**src/rtl/pc_stack_unit_pkg.sv**
```systemverilog
// Shared constants and operation encoding for the program counter / return stack unit.
// Replaces the legacy pic_defines.vh header with package-scoped localparams.
package pc_stack_unit_pkg;

   localparam int PC_WIDTH    = 13;
   localparam int STACK_DEPTH = 8;
   localparam int SP_WIDTH    = $clog2(STACK_DEPTH);
   localparam int DEPTH_WIDTH = $clog2(STACK_DEPTH + 1);

   localparam logic [PC_WIDTH-1:0] RESET_VECTOR = 13'h000;
   localparam logic [PC_WIDTH-1:0] INT_VECTOR   = 13'h004;

   typedef enum logic [2:0] {
      OP_NONE = 3'd0,
      OP_INC  = 3'd1,
      OP_PCL  = 3'd2,
      OP_GOTO = 3'd3,
      OP_CALL = 3'd4,
      OP_RET  = 3'd5,
      OP_INT  = 3'd6
   } pc_op_e;

   // Requests are one-hot by contract; anything else resolves to the highest-priority op.
   function automatic pc_op_e f_sel_op(input logic int_en,
                                       input logic ret_en,
                                       input logic call_en,
                                       input logic goto_en,
                                       input logic pcl_wr_en,
                                       input logic pc_inc);
      pc_op_e op;
      if (int_en)         op = OP_INT;
      else if (ret_en)    op = OP_RET;
      else if (call_en)   op = OP_CALL;
      else if (goto_en)   op = OP_GOTO;
      else if (pcl_wr_en) op = OP_PCL;
      else if (pc_inc)    op = OP_INC;
      else                op = OP_NONE;
      return op;
   endfunction

endpackage

```
**src/rtl/pc_stack_unit_stack.sv**
```systemverilog
// Circular hardware return stack: push/pop with saturating depth and sticky
// overflow/underflow flags. Storage is never cleared; reset only rewinds pointers.
module hw_return_stack
   import pc_stack_unit_pkg::*;
(
   input  logic                   i_clk,
   input  logic                   i_rst,
   input  logic                   i_push,
   input  logic                   i_pop,
   input  logic [PC_WIDTH-1:0]    i_push_data,
   output logic [PC_WIDTH-1:0]    o_pop_data,
   output logic [DEPTH_WIDTH-1:0] o_depth,
   output logic                   o_ovf,
   output logic                   o_unf
);

   localparam logic [DEPTH_WIDTH-1:0] DEPTH_FULL = DEPTH_WIDTH'(STACK_DEPTH);

   logic [PC_WIDTH-1:0]    r_mem [STACK_DEPTH];
   logic [SP_WIDTH-1:0]    r_sp;
   logic [DEPTH_WIDTH-1:0] r_depth;
   logic                   r_ovf;
   logic                   r_unf;
   logic [SP_WIDTH-1:0]    w_sp_dec;

   assign w_sp_dec   = r_sp - SP_WIDTH'(1);
   assign o_pop_data = r_mem[w_sp_dec];
   assign o_depth    = r_depth;
   assign o_ovf      = r_ovf;
   assign o_unf      = r_unf;

   // A push at full depth lands on stack[sp], which is the oldest entry.
   always_ff @(posedge i_clk) begin
      if (!i_rst && i_push) begin
         r_mem[r_sp] <= i_push_data;
      end
   end

   always_ff @(posedge i_clk) begin
      if (i_rst) begin
         r_sp    <= '0;
         r_depth <= '0;
         r_ovf   <= 1'b0;
         r_unf   <= 1'b0;
      end else if (i_push) begin
         r_sp <= r_sp + SP_WIDTH'(1);
         if (r_depth == DEPTH_FULL) begin
            r_ovf <= 1'b1;
         end else begin
            r_depth <= r_depth + DEPTH_WIDTH'(1);
         end
      end else if (i_pop) begin
         r_sp <= w_sp_dec;
         if (r_depth == '0) begin
            r_unf <= 1'b1;
         end else begin
            r_depth <= r_depth - DEPTH_WIDTH'(1);
         end
      end
   end

endmodule

```
**src/rtl/pc_stack_unit.sv**
```systemverilog
// Program counter with GOTO/CALL/RETURN/PCL-write/interrupt sequencing and an
// 8-level return stack; drives the program memory fetch address and PCL reads.
module pc_stack_unit
   import pc_stack_unit_pkg::*;
(
   input  logic                   i_clk,
   input  logic                   i_rst,
   input  logic                   i_pc_inc,
   input  logic                   i_goto_en,
   input  logic                   i_call_en,
   input  logic                   i_ret_en,
   input  logic                   i_int_en,
   input  logic                   i_pcl_wr_en,
   input  logic [10:0]            i_k11,
   input  logic [4:0]             i_pclath,
   input  logic [7:0]             i_pcl_data,
   output logic [PC_WIDTH-1:0]    o_pc_out,
   output logic [7:0]             o_pcl_out,
   output logic [DEPTH_WIDTH-1:0] o_stack_depth,
   output logic                   o_stack_ovf,
   output logic                   o_stack_unf
);

   logic [PC_WIDTH-1:0] r_pc;
   logic [PC_WIDTH-1:0] w_pc_next;
   logic [PC_WIDTH-1:0] w_pop_data;
   logic                w_push;
   logic                w_pop;
   pc_op_e              w_op;

   assign w_op = f_sel_op(i_int_en, i_ret_en, i_call_en, i_goto_en, i_pcl_wr_en, i_pc_inc);

   // The fetch already incremented the PC, so CALL and interrupt entry push r_pc as-is.
   always_comb begin
      w_pc_next = r_pc;
      w_push    = 1'b0;
      w_pop     = 1'b0;
      case (w_op)
         OP_INT: begin
            w_push    = 1'b1;
            w_pc_next = INT_VECTOR;
         end
         OP_RET: begin
            w_pop     = 1'b1;
            w_pc_next = w_pop_data;
         end
         OP_CALL: begin
            w_push    = 1'b1;
            w_pc_next = {i_pclath[4:3], i_k11};
         end
         OP_GOTO: w_pc_next = {i_pclath[4:3], i_k11};
         OP_PCL:  w_pc_next = {i_pclath, i_pcl_data};
         OP_INC:  w_pc_next = r_pc + PC_WIDTH'(1);
         default: w_pc_next = r_pc;
      endcase
   end

   always_ff @(posedge i_clk) begin
      if (i_rst) begin
         r_pc <= RESET_VECTOR;
      end else begin
         r_pc <= w_pc_next;
      end
   end

   hw_return_stack u_stack (
      .i_clk       (i_clk),
      .i_rst       (i_rst),
      .i_push      (w_push),
      .i_pop       (w_pop),
      .i_push_data (r_pc),
      .o_pop_data  (w_pop_data),
      .o_depth     (o_stack_depth),
      .o_ovf       (o_stack_ovf),
      .o_unf       (o_stack_unf)
   );

   assign o_pc_out  = r_pc;
   assign o_pcl_out = r_pc[7:0];

endmodule

```
**config.mk**
```make
export PLATFORM = sky130hd
export DESIGN_NAME = pc_stack_unit
export DESIGN_NICKNAME = d
export VERILOG_FILES = /design/src/rtl/pc_stack_unit_pkg.sv /design/src/rtl/pc_stack_unit_stack.sv /design/src/rtl/pc_stack_unit.sv
export SDC_FILE = /design/constraint.sdc
export NUM_CORES = 1
export LEC_CHECK = 0
export ABC_AREA = 1
export CAP_MARGIN = 30
export CORE_MARGIN = 2
export CORE_UTILIZATION = 35
export DETAILED_ROUTE_END_ITERATION = 10
export PLACE_DENSITY = 0.57
export SYNTH_ARGS = -nofsm -noshare
export SYNTH_HDL_FRONTEND = slang
export SYNTH_HIERARCHICAL = 1
export SYNTH_SLANG_ARGS = --single-unit
```
**constraint.sdc**
```tcl
create_clock -name i_clk -period 4.56 [get_ports i_clk]
set_input_delay 0.456 -clock i_clk [delete_from_list [all_inputs] [get_ports i_clk]]
set_output_delay 0.456 -clock i_clk [all_outputs]
set_load 0.05 [all_outputs]
```
==> results by group <==
STA
  – Total negative slack: 0 ns
  – Worst-margin pin slew: between 1 and 1.5 ns
  – RSZ-0062 raised after global routing: false
  – Hold Fails Final Rpt: 0
  – Slew Limit Headroom: 0.3282
  – Period utilisation layout: 0.5947
  – Setup Skew: ~0.0085 ns
  – Final Setup Violations: 0
  – Minimum clock period: between 2 and 3 ns
  – Fmax: 0.3688 GHz
  – Max Slew Vio Count: 0

Global route
  – Number of global-route vias before repair: 4569
  – Overflow after GRT: 0
  – Initial antenna violation count: 0
  – First-pass GRT wire length: between 20000 and 30000 µm
  – Total track usage: 0.1794
  – Largest net degree at the start of global routing: 57

Run status
  – Status: complete, no violations

Floorplanning
  – Io pins: between 50 and 60
  – Area of the core: around 17000 µm²
  – Die H: ~140 µm
  – Row count: 48
  – Starting Density: 0.3583
  – Die area: ~19000 µm²
  – Chip width: roughly 140 µm

Worst hold path
  – Hold WC Path Type: register to register

Setup path
  – Critical setup path kind: register to output port
  – Peak per-stage delay on the critical path: approximately 0.95 ns
  – CP top delay family: buffers and inverters
  – Crit. End Element: output port
  – CP Max Fanout: 15
  – Req. time, crit path: 4.10 ns
  – Critical path cell sequence: clkdlybuf4s50_1
  – Buf/Inv on CP: 1
  – Startpoint Class: register
  – Data arrival time of the critical path: between 2 and 2.5 ns
  – CP max stage cell: clkdlybuf4s50_1

Logic synthesis
  – FF+latch count, synth: approximately 130
  – Ranking of synthesized cells by area: edfxtp_1 (50%), nand2_1 (9.3%), dfxtp_1 (7.1%)
  – Most instantiated library cell after synthesis: nand2_1
  – Largest family of logic cells by synthesized area: simple AND/OR/NAND/NOR gates
  – Synth Area per Inst: about 9.4 µm²
  – Sequential area share after synthesis: 0.5750
  – Synth Area in Simple Gates: 0.2499
  – EDFF count, synth: between 100 and 150
  – Syn_nets: between 600 and 700
  – Adder-Cell Fraction of Synth Area: 0.01333
  – Synth Warn #: 6
  – Synth top area share: 0.5039
  – Commonest cells in the netlist: nand2_1 (153), nor2_1 (114), edfxtp_1 (104), o21ai_0 (74), inv_1 (42)
  – Post-synthesis xor/xnor area fraction: 0.006865
  – Mux cell area share after synthesis: 0
  – Post-synth top area cell: edfxtp_1
  – Ys async rst share: 0
  – Netlist Area Pre-Place: between 6000 and 7000 µm²
  – Synth Instances: 661
  – Post-synth cell types: 40
  – Post-synth top flop: edfxtp_1
  – Compound-Gate Fraction of Synth Area: 0.08399

Clock network
  – Clock root buffer: clkbuf_16
  – Hold-fix buffers, CTS: 0
  – CTS clk-pin slew, worst paths: about 0.06 ns
  – CTS Buf Count: 17
  – CTS sink cnt: between 100 and 150
  – Insertion delay to the later sink of the worst-skew pair: ~0.4 ns
  – CTS tree: built
  – H-Tree Depth: 4
  – Postcts setup bufs: 0
  – Maximum clock path buffer count: 2
  – Cells resized by post-CTS repair: 0

Detailed routing
  – DR vias/cell: about 5.0
  – Avg WL per Cell: 16.79 µm
  – Total Wirelength: approximately 16000 µm
  – DRC: 0
  – Via Count: 4713
  – Drt pass-1 iters: 5
  – Iter 0 DRT Violations: ~340
  – Detail Route Antenna Nets: 0

Run
  – Count of maximum capacitance violations: 0

Layout
  – Ant. Diodes: 0
  – Fillcell total: 1668
  – Register Area: 3563 µm²
  – Fin nets: 750
  – Final Cell Area: 7503 µm²
  – Multi-input logic area: about 2200 µm²
  – Synth-to-layout area growth: 21.08%
  – Fraction of layout instances using a drive strength above 1: 0.1145

Placement
  – Placed standard-cell area: between 6000 and 7000 µm²
  – Routability cong.: ~0.86
  – IO buf count: between 50 and 60
  – Dpl hpwl: roughly 11000 µm

Power
  – Peak supply drop: approximately 260 µV
  – Power density cells: ~450 nW/µm²
  – Lkg Pwr: 0.002949 µW
## state kept, by name, indices dropped and copies added, names as in the netlist
signal / flops
o_pc_out: 13
u_stack/o_depth: 4
u_stack/o_ovf: 1
u_stack/o_unf: 1
u_stack/r_mem: 104
u_stack/r_sp: 3
## routing by layer
| layer | GRT usage | wire (µm) |
|---|---|---|
| met5 | 0 | 0 |
| met4 | 0.05155 | 178 |
| met2 | 0.2781 | 7172 |
| met1 | 0.2523 | 7618 |
| met3 | 0.03963 | 986 |
## where the power goes
group	switching, µW	leakage, µW	internal, µW	total [µW]
registers	87.0	0.00114	1310	1400
clock network	485	0.000308	840	1330
logic	435	0.00150	214	649
total	1010	0.00295	2370	3370
## logic make-up (layout without fill, tap and decap cells)
family / after synthesis / in the layout
simple gates: 338 / 338
flops: 126 / 126
compound gates: 102 / 102
buf+inv: 85 / 149
fa+ha+maj: 6 / 6
xor+xnor: 4 / 4
## metrics by stage
| stage | instances | total power, µW | hold WS (ns) | setup WS (ns) | utilization |
|---|---|---|---|---|---|
| floorplan | 661 | 1836 | 0.4926 | 2.503 | - |
| global placement | 913 | 2045 | 0.4542 | 1.520 | 0.3955 |
| detailed placement | 913 | 2055 | 0.4593 | 1.413 | 0.3955 |
| CTS | 945 | 3382 | 0.4733 | 1.706 | 0.4305 |
| global route | 950 | 3523 | 0.5058 | 1.725 | 0.4338 |
| finish | 950 | 3373 | 0.4680 | 1.848 | 0.4338 |
## layout by cell type (no fill, tap or decap), types with 2 or more instances in the layout
cell	synthesis	final
inv_2	5	5
clkinv_4	0	2
nand2_2	2	2
nor2_4	2	2
clkinv_2	1	4
a31oi_1	3	3
nand4_1	22	22
o21ai_0	74	74
nand2_4	7	7
nand2_1	153	153
clkdlybuf4s50_1	0	58
dfxtp_1	22	22
nand3_2	12	12
clkbuf_16	0	21
inv_1	42	42
buf_4	12	7
xor2_1	2	2
edfxtp_1	104	104
inv_4	2	6
o21ai_1	9	9
ha_1	5	5
nor2_2	8	8
a21oi_1	14	14
nand3_1	13	13
nor2_1	114	114
## area by class of cell
class / count / share of cell area
sequential: 126 / 0.4749
multi-input combinational: 450 / 0.2925
timing repair buffer: 66 / 0.08804
clock buffer: 22 / 0.07187
tap: 225 / 0.03752
inverter: 51 / 0.02635
clock inverter: 10 / 0.008838
## path summary, 6_finish.rpt
kind                                                   start                          to  slack [ns]  cells past startpoint
worst max-delay path                o_pc_out[7]$_SDFFE_PP0P_                 o_pc_out[7]        1.85                      1
worst min-delay path              u_stack/o_ovf$_SDFFE_PP0P_  u_stack/o_ovf$_SDFFE_PP0P_        0.47                      1
worst max register to register  u_stack/r_sp[1]$_SDFFE_PP0P_    o_pc_out[1]$_SDFFE_PP0P_        2.22                     15
worst min register to register    u_stack/o_ovf$_SDFFE_PP0P_  u_stack/o_ovf$_SDFFE_PP0P_        0.47                      1
(Power assumes the default switching activity.)
